## config.mk

```make
export PLATFORM = sky130hd
export DESIGN_NAME = ram_access_ctrl
export DESIGN_NICKNAME = d
export VERILOG_FILES = /design/src/rtl/ram_access_ctrl.sv
export SDC_FILE = /design/constraint.sdc
export NUM_CORES = 1
export LEC_CHECK = 0
export ABC_AREA = 1
export CAP_MARGIN = 20
export CELL_PAD_IN_SITES_DETAIL_PLACEMENT = 1
export CELL_PAD_IN_SITES_GLOBAL_PLACEMENT = 1
export CORE_MARGIN = 4
export CORE_UTILIZATION = 39
export DETAILED_ROUTE_END_ITERATION = 7
export GPL_ROUTABILITY_DRIVEN = 0
export GPL_TIMING_DRIVEN = 0
export PLACE_DENSITY_LB_ADDON = 0.1
export SYNTH_ARGS = -nofsm -noshare
export SYNTH_HDL_FRONTEND = slang
export SYNTH_SLANG_ARGS = --single-unit
```

## constraint.sdc

```tcl
create_clock -name clk -period 4.65 [get_ports clk]
set_input_delay 0.6975 -clock clk [delete_from_list [all_inputs] [get_ports clk]]
set_output_delay 0.6975 -clock clk [all_outputs]
set_load 0.02 [all_outputs]
```

## src/rtl/ram_access_ctrl.sv

```systemverilog
// Request/response front end for a synchronous single-port RAM: credit-based
// acceptance, 4-entry read-response FIFO. Optional perf counters: RAM_ACCESS_CTRL_PERF_CNT_EN.
module ram_access_ctrl #(
  parameter int unsigned ADDR_WIDTH = 8,
  parameter int unsigned DATA_WIDTH = 128
) (
  input  logic                    clk,
  input  logic                    rst_n,
  input  logic                    req_valid,
  output logic                    req_ready,
  input  logic                    req_we,
  input  logic [DATA_WIDTH/8-1:0] req_strb,
  input  logic [ADDR_WIDTH-1:0]   req_addr,
  input  logic [DATA_WIDTH-1:0]   req_wdata,
  output logic                    rsp_valid,
  input  logic                    rsp_ready,
  output logic [DATA_WIDTH-1:0]   rsp_rdata,
  output logic                    ram_ce,
  output logic [DATA_WIDTH/8-1:0] ram_we,
  output logic [ADDR_WIDTH-1:0]   ram_addr,
  output logic [DATA_WIDTH-1:0]   ram_din,
  input  logic [DATA_WIDTH-1:0]   ram_dout
`ifdef RAM_ACCESS_CTRL_PERF_CNT_EN
  ,
  output logic [15:0]             perf_rd_cnt,
  output logic [15:0]             perf_wr_cnt
`endif
);

  localparam int unsigned STRB_W = DATA_WIDTH / 8;
  localparam int unsigned DEPTH  = 4;
  localparam int unsigned PTR_W  = 2;
  localparam int unsigned CNT_W  = 3;

  logic [CNT_W-1:0]      count;
  logic [PTR_W-1:0]      wr_ptr;
  logic [PTR_W-1:0]      rd_ptr;
  logic                  rd_inflight;
  logic [DATA_WIDTH-1:0] fifo_mem [DEPTH];

  logic [CNT_W-1:0] used;
  logic             accept;
  logic             rd_acc;
  logic             wr_acc;
  logic             push;
  logic             pop;

  // A credit is held from read acceptance until its response is popped,
  // so the FIFO cannot overflow.
  assign used      = count + CNT_W'(rd_inflight);
  assign req_ready = rst_n & (used < CNT_W'(DEPTH));
  assign rsp_valid = (count != '0);
  assign rsp_rdata = fifo_mem[rd_ptr];

  always_comb begin
    accept   = req_valid & req_ready;
    rd_acc   = accept & ~req_we;
    wr_acc   = accept & req_we & (|req_strb);
    push     = rd_inflight;
    pop      = rsp_valid & rsp_ready;
    ram_ce   = rd_acc | wr_acc;
    ram_we   = wr_acc ? req_strb : STRB_W'(0);
    ram_addr = req_addr;
    ram_din  = req_wdata;
  end

  always_ff @(posedge clk or negedge rst_n) begin
    if (!rst_n) begin
      count       <= '0;
      wr_ptr      <= '0;
      rd_ptr      <= '0;
      rd_inflight <= 1'b0;
    end else begin
      rd_inflight <= rd_acc;
      if (push) wr_ptr <= wr_ptr + PTR_W'(1);
      if (pop)  rd_ptr <= rd_ptr + PTR_W'(1);
      case ({push, pop})
        2'b10:   count <= count + CNT_W'(1);
        2'b01:   count <= count - CNT_W'(1);
        default: count <= count;
      endcase
    end
  end

  // Response storage carries no reset; validity is tracked by count alone.
  always_ff @(posedge clk) begin
    if (push) fifo_mem[wr_ptr] <= ram_dout;
  end

`ifdef RAM_ACCESS_CTRL_PERF_CNT_EN
  always_ff @(posedge clk or negedge rst_n) begin
    if (!rst_n) begin
      perf_rd_cnt <= '0;
      perf_wr_cnt <= '0;
    end else begin
      if (rd_acc) perf_rd_cnt <= perf_rd_cnt + 16'd1;
      if (wr_acc) perf_wr_cnt <= perf_wr_cnt + 16'd1;
    end
  end
`endif

endmodule

```

# Word-level counts from Yosys, hierarchy flattened
# Memories as Yosys holds them, arrays and structs flattened.
# Index checks and enable logic that the tools add are counted.
# W data, S select, Z words.
# word_totals
regBits	8
ram_bits	512
input_bits	285
out_inout_bits	283
word_cells	28
memories	1
# classes
n_addsub	5
n_lt_le_gt_ge	1
eq_ne	2
muxes	4
bitwise	8
reduce_logical	3
# mem_list
memory	words	width	rd	rd_clocked_by_memory_dff	write_ports	line_no	rtl
fifo_mem	4	128	1	0	1	39	logic [DATA_WIDTH-1:0] fifo_mem [DEPTH];
# ops
operator	count
$mux W16	1
$reduce_or A16 Y1	1
$and A1 B1 Y1	6
$pmux W3 S2	1
$add A2 B1 Y2 const B	2
$add A3 B1 Y3	1
$add A3 B1 Y3 const B	1
$lt A3 B3 Y1 const B	1
$reduce_bool A3 Y1	1
$sub A3 B1 Y3 const B	1
$eq A2 B1 Y1 const B	1
$eq A2 B2 Y1 const B	1
$mux W1	2
$reduce_bool A2 Y1	1
$not A1 Y1	1
$or A1 B1 Y1	1

# Longest topological paths before layout
# Gate-level depths: netlist of the first run.
# depth
word_depth	7
ltp_mapped	10
mapped_depth_nobuf	10

# Worst setup path after synthesis of the first run
# No wires, ideal clock.
# synth_path
path_type	register -> register
start	reg wr_ptr[0]
end	mem fifo_mem[2][0] (enable)
setup_time_ps	481
arrival_ps	3134
required_ps	4169
slack_ps	1035
stages_incl_launch_ff	5
n_path_buf	0
period_less_slack_ps	3615
path_cell_list	dfrtp_1 inv_1 ha_1 nand2_1 inv_1
# synth_lines
element	line_no	rtl
start: declaration	36	logic [PTR_W-1:0] wr_ptr;
start signal: assignment	75	if (push) wr_ptr <= wr_ptr + PTR_W'(1);
end: declaration	39	
# Straight into the memory's write port.

# Worst setup path in the final report of the first run
# layout_path
start	reg rd_ptr[1]
end	out rsp_rdata[26]
# layout_via
elab_chain_cells	1
# layout_lines
element	line_no	rtl
start: declaration	37	logic [PTR_W-1:0] rd_ptr;
start signal: assignment	76	if (pop) rd_ptr <= rd_ptr + PTR_W'(1);
$mem_v2 Z4 W128	--	
end: declaration	17	output logic [DATA_WIDTH-1:0] rsp_rdata,
# No other way between the ends.

==> reports/metrics.csv, run 1 <==
stage,metric,value,unit
die,die_area,57000,µm²
critical_path,cp.arrival,3.14,ns
critical_path,worstSetupStartpointType,register,
placement,io_buffers,431,
routing,dr_total_vias,13700,
routing,routed_wl,61100,µm
final_layout,finalCoreUtilization,52.7,%
final_layout,nets,2260,
final_layout,fillers,5175,
timing,post-route-period-util,82.5,%
placement,dp_slack,1.14,ns
die,num_io_pins,568,
die,die_h,239,µm
timing,report.final.slew_viol_count,0,
timing,period_needed,3.83,ns
timing,fmax,261,MHz
critical_path,cp_slowest_cell,clkdlybuf4s50_1,
clock_tree,htreeDepth,2,
critical_path,critPathMaxFanout,10,
timing,rsz0062_at_grt,false,
critical_path,critPathCaptureType,primary output,
pwr,peakVddDrop,0.393,mV
die,initial_core_util,39.5,%
routing,ant_nets,0,
timing,setup_viol,0,
synth,syn_area_per_cell,14.1,µm²
clock_tree,cts_tree,yes,
critical_path,cp_cell_sequence,"buf_2, clkbuf_1, o21ai_0, o22ai_1, clkdlybuf4s50_1",
grt,overflow,0,
synth,synth.net_count,1768,
critical_path,cp.required,3.95,ns
placement,dp_hpwl,40400,µm
grt,track_usage,20.4,%
pwr,p_per_area,591,nW/µm²
final_layout,layout_commonest_cell,edfxtp_1,
clock_tree,cts_resized,0,
pwr,pwr-share-seq,33.3,%
die,num_rows,84,
final_layout,area_delta_synth_final,33.5,%
die,core,52700,µm²
routing,drc,0,
synth,ys_ff_latch,520,
min_path,hp-class,in2async,
pwr,clockPowerShare,24.6,%
clock_tree,cts_made_buffers,55,
pwr,comb_power_share,42.1,%
critical_path,cpPeakStageDelay,0.76,ns
pwr,switching_share,36.5,%
pwr,power_switching,5980,µW
timing,setup_ws,0.816,ns
routing,drtIter0Drc,645,
grt,antenna_found_initial,10,
critical_path,crit_type,reg2out,
grt,grt_pass1_wl,88300,µm
synth,synth_warnings,0,
clock_tree,postCtsSetupBuffers,0,
synth,yosysSeqAreaShare,75.0,%
clock_tree,clk_pin_slew,0.06,ns
synth,syn_area,20800,µm²
final_layout,most-common-layout-cells,"edfxtp_1, clkdlybuf4s50_1, nor2_1, o21ai_0, buf_4",
synth,ys_types,27,
critical_path,r2r-start,wr_ptr[1]$_DFFE_PN0P_,
timing,tightest_slew,0.616,ns
grt,grt_max_degree,81,
pwr,internal_power,10400,µW
final_layout,drive_gt1_share,14.0,%
critical_path,rr_worst_depth,5,
clock_tree,cts-root-buf,clkbuf_16,
clock_tree,ctsHoldBuffers,0,
synth,syn_inst,1477,
timing,slew_headroom,58.9,%
routing,first_pass_iters,6,
routing,viasPerCell,5.06,
critical_path,r2r-end,fifo_mem[0][47]$_DFFE_PP_,
pwr,power.leakage,0.00944,µW
clock_tree,numClockSinks,520,
status,outcome,finished clean,
routing,wl_per_cell,22.6,µm
clock_tree,clk_latency,0.59,ns
timing,finClkSkew,0.0166,ns
die,die_x,239,µm
clock_tree,cts_max_path_buffers,3,
timing,hold_violations,0,
critical_path,r2r_slack,2.61,ns
job,maxCapViolCount,0,
grt,grt_pass1_vias,14500,
## how the worst max path moves through the flow
stage,endpoint,startpoint,slack (ns),cells past startpoint
floorplan,fifo_mem[2][0]$_DFFE_PP_,wr_ptr[0]$_DFFE_PN0P_,1.03,4
finish,rsp_rdata[26],rd_ptr[1]$_DFFE_PN0P_,0.82,5
global route,rsp_rdata[27],rd_ptr[1]$_DFFE_PN0P_,0.71,5
CTS,rsp_rdata[26],rd_ptr[1]$_DFFE_PN0P_,0.78,5
detailed placement,ram_we[14],rst_n,1.14,5
global placement,fifo_mem[0][44]$_DFFE_PP_,wr_ptr[0]$_DFFE_PN0P_,-1.24,4
## power by group through the flow
| stage | combinational [µW] | clock (µW) | sequential [µW] |
|---|---|---|---|
| finish | 6910 | 4030 | 5460 |
| detailed placement | 7020 | 0 | 5550 |
| CTS | 7060 | 4140 | 5460 |
| global placement | 6910 | 0 | 5590 |
| global route | 7410 | 4350 | 5470 |
| floorplan | 3650 | 0 | 5550 |
## routing by layer
metal | track usage, % | wire (µm) | vias up
met5 | 0 | 69 | -
met4 | 4.45 | 932 | 12
met3 | 5.81 | 4660 | 74
met2 | 36.5 | 31700 | 410
met1 | 24.5 | 23700 | 6852
li1 | - | - | 6318
## registers in the layout, indices dropped and copies added (netlist names)
name / count
wr_ptr: 2
count: 3
rd_ptr: 2
fifo_mem: 512
push: 1
## synthesized netlist by cell type, drive strengths merged
cell type | instances | area, µm²
edfxtp | 512 | 15400
nor2 | 270 | 1010
o21ai | 259 | 1300
buf | 185 | 1470
o22ai | 128 | 801
clkbuf | 38 | 151
inv | 30 | 115
nor3 | 16 | 120
nand2 | 14 | 55.1
dfrtp | 8 | 200
ha | 5 | 62.6
xor2 | 3 | 26.3
a21oi | 2 | 10.0
nand3 | 2 | 15.0
nand4 | 2 | 27.5
and3 | 1 | 6.26
fa | 1 | 20.0
xnor2 | 1 | 8.76
## metrics by stage
stage	area (µm²)	hold slack (ns)	std cells	setup TNS (ns)	total power [µW]
after global routing	27700	0.478	2698	0	17200
final	27700	0.463	2700	0	16400
after floorplan	20800	0.402	1477	0	9200
after CTS	27700	0.434	2697	0	16700
after global placement	26000	0.519	2596	-611.00	12500
after detailed placement	26100	0.517	2600	0	12600
## area by class of cell
type	instances	area, µm²	share of cell area (%)
timing repair buffer	435	4420	15.9
clock buffer	72	1480	5.34
multi-input combinational	704	3460	12.5
tap	688	861	3.10
clock inverter	25	160	0.577
antenna	3	7.51	0.0271
buffer	223	1620	5.85
sequential	520	15600	56.1
inverter	30	145	0.523
## kinds of logic after synthesis
| logic type | share of synthesized area, % |
|---|---|
| DFF | 75.0 |
| AOI/OAI and AO/OA | 10.1 |
| adders and majority gates | 0.397 |
| and+or+nand+nor | 5.96 |
| xor gates and xnor gates | 0.169 |
| buffers and inverters | 8.37 |
## worst max-delay path, delay by kind of cell, from the launching register on
family | cells | cell delay [ns]
DFF | 1 | 0.40
buffers and inverters | 3 | 1.61
AOI/OAI and AO/OA | 2 | 0.53
No activity file was read; power rests on OpenSTA's default activity.
==> run 2, diff against run 1 <==
--- a/config.mk
+++ b/config.mk
@@ -10,7 +10,7 @@
 export CELL_PAD_IN_SITES_DETAIL_PLACEMENT = 1
 export CELL_PAD_IN_SITES_GLOBAL_PLACEMENT = 1
 export CORE_MARGIN = 4
-export CORE_UTILIZATION = 39
+export CORE_UTILIZATION = 35
 export DETAILED_ROUTE_END_ITERATION = 7
 export GPL_ROUTABILITY_DRIVEN = 0
 export GPL_TIMING_DRIVEN = 0
==> constraint.sdc (replaced) <==
create_clock -name clk -period 3.2 [get_ports clk]
set_input_delay 0.48 -clock clk [delete_from_list [all_inputs] [get_ports clk]]
set_output_delay 0.48 -clock clk [all_outputs]
set_load 0.02 [all_outputs]
==> reports/metrics.csv, run 2 (synthesis gave the netlist of run 1 again) <==
stage,metric,value,unit
die,die_h,252,µm
routing,drtIter0Drc,633,
routing,viasPerCell,4.90,
grt,grt_pass1_vias,14400,
timing,worst_hold_slack,0.463,ns
clock_tree,cts-root-buf,clkbuf_16,
critical_path,r2r_slack,0.84,ns
final_layout,reg_top3,"fifo_mem x512, count x3",
min_path,hp-class,in2async,
final_layout,area_delta_synth_final,34.8,%
timing,post-route-period-util,94.7,%
final_layout,finalCoreUtilization,47.5,%
final_layout,stdcell_area,28000,µm²
die,num_rows,89,
routing,dr_total_vias,13700,
placement,dp_slack,0.115,ns
placement,io_buffers,431,
critical_path,crit_type,reg2out,
timing,finClkSkew,0.0294,ns
placement,dp_hpwl,42500,µm
placement,dpl_cell_area,26400,µm²
die,initial_core_util,35.3,%
timing,hold_violations,0,
final_layout,most-common-layout-cells,"edfxtp_1, clkdlybuf4s50_1, nor2_1, o21ai_0, buf_4",
grt,track_usage,19.0,%
pwr,p_per_area,830,nW/µm²
timing,fmax,330,MHz
grt,grt_pass1_wl,91700,µm
final_layout,largest-register,fifo_mem,
routing,drc,0,
timing,slew_headroom,55.7,%
pwr,power.leakage,0.00979,µW
clock_tree,cts_max_path_buffers,3,
critical_path,critPathCaptureType,primary output,
grt,antenna_found_initial,6,
job,maxCapViolCount,0,
clock_tree,cts_made_buffers,56,
critical_path,critPathMaxFanout,10,
grt,overflow,0,
routing,routed_wl,62900,µm
critical_path,cp.required,2.72,ns
die,die_x,252,µm
critical_path,worstSetupStartpointType,register,
clock_tree,clk_latency,0.61,ns
pwr,peakVddDrop,0.586,mV
clock_tree,clk_pin_slew,0.06,ns
final_layout,layout_commonest_cell,edfxtp_1,
timing,setup_ws,0.171,ns
clock_tree,numClockSinks,520,
final_layout,nets,2274,
timing,rsz0062_at_grt,false,
final_layout,largest_register_ffs,512,
clock_tree,cts_tree,yes,
clock_tree,htreeDepth,2,
timing,report.final.slew_viol_count,0,
routing,ant_nets,0,
critical_path,cp.arrival,2.55,ns
die,die_area,63300,µm²
timing,setup_viol,0,
die,num_io_pins,568,
timing,period_needed,3.03,ns
die,core,58900,µm²
status,outcome,finished clean,
timing,tightest_slew,0.665,ns
routing,wl_per_cell,22.4,µm
grt,grt_max_degree,35,
final_layout,drive_gt1_share,15.9,%
pwr,total_power,23300,µW
routing,first_pass_iters,5,
run 2: cell types whose count changed in the layout (fill, tap and decap cells not counted), sizes merged:
cell and change:
dlymetal6s2s +1, dlygate4sd2 +128, clkinv +3, clkinvlp +5, clkbuf +2, buf +12
dlygate4sd3 +1, diode -1, inv -4, clkdlybuf4s50 -129
run 2: metal layers:
| metal | global-route usage (%) | share of wire, % | wire length (µm) |
|---|---|---|---|
| met1 | 24.0 | 41 | 25600 |
| met2 | 33.2 | 50 | 31800 |
| met3 | 5.28 | 7.2 | 4520 |
| met4 | 3.61 | 1.5 | 967 |
| met5 | 0 | 0.10 | 65 |
run 2: worst max-delay path: stages (launching register included):
cell	delay, ns
dfrtp_2	0.48
buf_6	0.20
inv_4	0.10
buf_6	0.24
buf_6	0.20
o21ai_1	0.07
o22ai_1	0.25
dlygate4sd2_1	0.39
run 2: cell type report:
class / instances / area [µm²]
Fill cell: 6004 / 30900
Clock buffer: 74 / 1510
Multi-Input combinational cell: 704 / 3470
Sequential cell: 520 / 15600
Timing Repair Buffer: 448 / 4490
Buffer: 223 / 1660
Inverter: 30 / 130
Tap cell: 773 / 967
Clock inverter: 29 / 194
Antenna cell: 2 / 5.00
run 2: stage by stage:
stage,instances,TNS [ns]
3_5_place_dp,2697,0
2_1_floorplan,1477,0
5_1_grt,2801,0
4_1_cts,2800,0
6_report,2803,0
3_3_place_gp,2681,-871.37
run 2: worst paths after layout:
check	start	to	cells after the start
worst max register to register	wr_ptr[0]$_DFFE_PN0P_	fifo_mem[3][47]$_DFFE_PP_	6
worst min register to register	wr_ptr[0]$_DFFE_PN0P_	wr_ptr[0]$_DFFE_PN0P_	1
min in group clk	req_we	push$_DFF_PN0_	2
worst max-delay path	rd_ptr[0]$_DFFE_PN0P_	rsp_rdata[39]	7
worst min-delay path	rst_n	count[2]$_DFFE_PN0P_	2
max in group asynchronous	rst_n	rd_ptr[0]$_DFFE_PN0P_	2
run 2: what timing repair did:
item / CTS / global route
endpoints found under the setup margin: 128 / 6
gates resized for setup: 157 / 1
hold buffers: 0 / 1
endpoints found under the hold margin: 0 / 8
buffers inserted: 0 / 0
run 2: power breakdown:
part,internal (µW),switching [µW]
Sequential,7810,114
Combinational,3210,6100
Clock,3460,2550
Total,14500,8770
==> run 3, diff against run 2 <==
--- a/config.mk
+++ b/config.mk
@@ -6,7 +6,6 @@
 export NUM_CORES = 1
 export LEC_CHECK = 0
 export ABC_AREA = 1
-export CAP_MARGIN = 20
 export CELL_PAD_IN_SITES_DETAIL_PLACEMENT = 1
 export CELL_PAD_IN_SITES_GLOBAL_PLACEMENT = 1
 export CORE_MARGIN = 4
@@ -15,6 +14,7 @@
 export GPL_ROUTABILITY_DRIVEN = 0
 export GPL_TIMING_DRIVEN = 0
 export PLACE_DENSITY_LB_ADDON = 0.1
+export SKIP_CTS_REPAIR_TIMING = 1
 export SYNTH_ARGS = -nofsm -noshare
 export SYNTH_HDL_FRONTEND = slang
 export SYNTH_SLANG_ARGS = --single-unit
==> reports/metrics.csv, run 3 (synthesis gave the netlist of run 1 again) <==
stage,metric,value,unit
job,maxCapViolCount,0,
grt,track_usage,18.9,%
timing,finClkSkew,0.0180,ns
final_layout,most-common-layout-cells,"edfxtp_1, clkdlybuf4s50_1, nor2_1, o21ai_0, buf_4",
routing,viasPerCell,4.92,
clock_tree,clk_pin_slew,0.06,ns
critical_path,cp.required,2.72,ns
timing,report.final.slew_viol_count,0,
final_layout,nets,2274,
final_layout,register_area,15600,µm²
placement,dpl_cell_area,26400,µm²
routing,drtIter0Drc,628,
critical_path,cp_cell_sequence,"buf_6, inv_4, buf_6, buf_6, nor2_1, o22ai_1, dlymetal6s2s_1",
die,num_rows,89,
critical_path,critPathMaxFanout,10,
final_layout,area_delta_synth_final,37.0,%
pwr,p_per_area,839,nW/µm²
routing,first_pass_iters,4,
critical_path,critPathCaptureType,primary output,
die,num_io_pins,568,
final_layout,multiInputGateArea,3470,µm²
die,initial_core_util,35.3,%
final_layout,stdcell_area,28500,µm²
min_path,hp-class,in2async,
timing,rsz0062_at_grt,false,
routing,routed_wl,63100,µm
timing,post-route-period-util,92.0,%
timing,worst_hold_slack,0.492,ns
critical_path,cpMostUsedCell,buf_6,
pwr,peakVddDrop,0.542,mV
final_layout,reg_top3,"fifo_mem x512, count x3",
grt,grt_pass1_wl,91100,µm
die,die_h,252,µm
grt,grt_pass1_vias,14300,
placement,io_buffers,431,
final_layout,largest-register,fifo_mem,
die,die_area,63300,µm²
final_layout,drive_gt1_share,16.1,%
timing,slew_headroom,56.3,%
timing,fmax,340,MHz
die,core,58900,µm²
timing,setup_viol,0,
timing,tightest_slew,0.655,ns
clock_tree,numClockSinks,520,
die,die_x,252,µm
routing,drc,0,
grt,grt_max_degree,35,
clock_tree,cts_made_buffers,56,
grt,overflow,0,
routing,wl_per_cell,22.6,µm
placement,dp_hpwl,42500,µm
status,outcome,finished clean,
pwr,power.leakage,0.0108,µW
timing,hold_violations,0,
clock_tree,htreeDepth,2,
critical_path,crit_type,reg2out,
routing,dr_total_vias,13700,
grt,antenna_found_initial,7,
final_layout,layout_commonest_cell,edfxtp_1,
routing,ant_nets,0,
critical_path,cp_slowest_cell,dfrtp_2,
final_layout,fillers,5893,
clock_tree,cts-root-buf,clkbuf_16,
critical_path,cp.arrival,2.47,ns
clock_tree,cts_tree,yes,
critical_path,worstSetupStartpointType,register,
timing,period_needed,2.95,ns
clock_tree,cts_max_path_buffers,3,
clock_tree,clk_latency,0.61,ns
final_layout,largest_register_ffs,512,
critical_path,cpPeakStageDelay,0.49,ns
## run 3: cell types whose count changed in the layout (fill, tap and decap cells not counted), sizes merged, moves of 2 or more
cell / previous run / this run
buf: 201 / 199
dlygate4sd2: 128 / 0
dlymetal6s2s: 1 / 129
clkinv: 26 / 28
inv: 26 / 28
clkbuf: 112 / 103
## run 3: routing by layer
layer | track usage (%) | up-vias | wire length (µm)
li1 | - | 6346 | -
met1 | 23.6 | 6902 | 25800
met2 | 33.4 | 412 | 32000
met3 | 4.87 | 79 | 4110
met4 | 4.26 | 10 | 1090
met5 | 0 | - | 67
## run 3: final timing paths
path                                       startpoint                   endpoint  slack, ns  cells after the start
worst max register to register  wr_ptr[0]$_DFFE_PN0P_  fifo_mem[3][47]$_DFFE_PP_       0.84                      6
min in group clk                         ram_dout[93]  fifo_mem[3][93]$_DFFE_PP_       0.50                      1
worst min-delay path                            rst_n       count[2]$_DFFE_PN0P_       0.49                      2
worst min register to register  wr_ptr[0]$_DFFE_PN0P_      wr_ptr[0]$_DFFE_PN0P_       0.53                      1
max in group asynchronous                       rst_n      rd_ptr[0]$_DFFE_PN0P_       2.39                      2
worst max-delay path            rd_ptr[0]$_DFFE_PN0P_              rsp_rdata[39]       0.25                      7
## run 3: layout make-up
type | instances | area share (%)
clock buffers | 63 | 5.09
well taps | 773 | 3.40
inverters | 30 | 0.457
multi-input cells | 704 | 12.2
diodes | 3 | 0.0264
clock inverters | 33 | 0.826
plain buffers | 223 | 5.85
flip-flops and latches | 520 | 54.7
repair buffers | 448 | 17.5
## run 3: report_power, final
group	leakage (µW)	total [µW]	internal, µW	switching (µW)
combinational	0.00528	9940	3810	6130
sequential	0.00471	7930	7810	115
clock	0.000833	6010	3450	2550
## run 3: stage by stage
stage / TNS (ns) / total power (µW) / worst slack [ns] / utilization, % / std cells
2_1_floorplan: 0 / 13400 / 0.193 / - / 1477
3_3_place_gp: -871.37 / 18300 / -1.79 / 44.3 / 2681
3_5_place_dp: 0 / 18300 / 0.115 / 44.8 / 2697
4_1_cts: -34.03 / 24400 / -0.482 / 47.7 / 2793
5_1_grt: 0 / 25100 / 0.119 / 48.3 / 2794
6_report: 0 / 23900 / 0.255 / 48.3 / 2797
## run 3: worst max-delay path, delay by kind of cell (launching register included)
kind / cells / cell delay (ns)
flip-flops: 1 / 0.49
AND/OR/NAND/NOR: 1 / 0.05
AO/OA/AOI/OAI: 1 / 0.30
buffers and inverters: 5 / 1.02
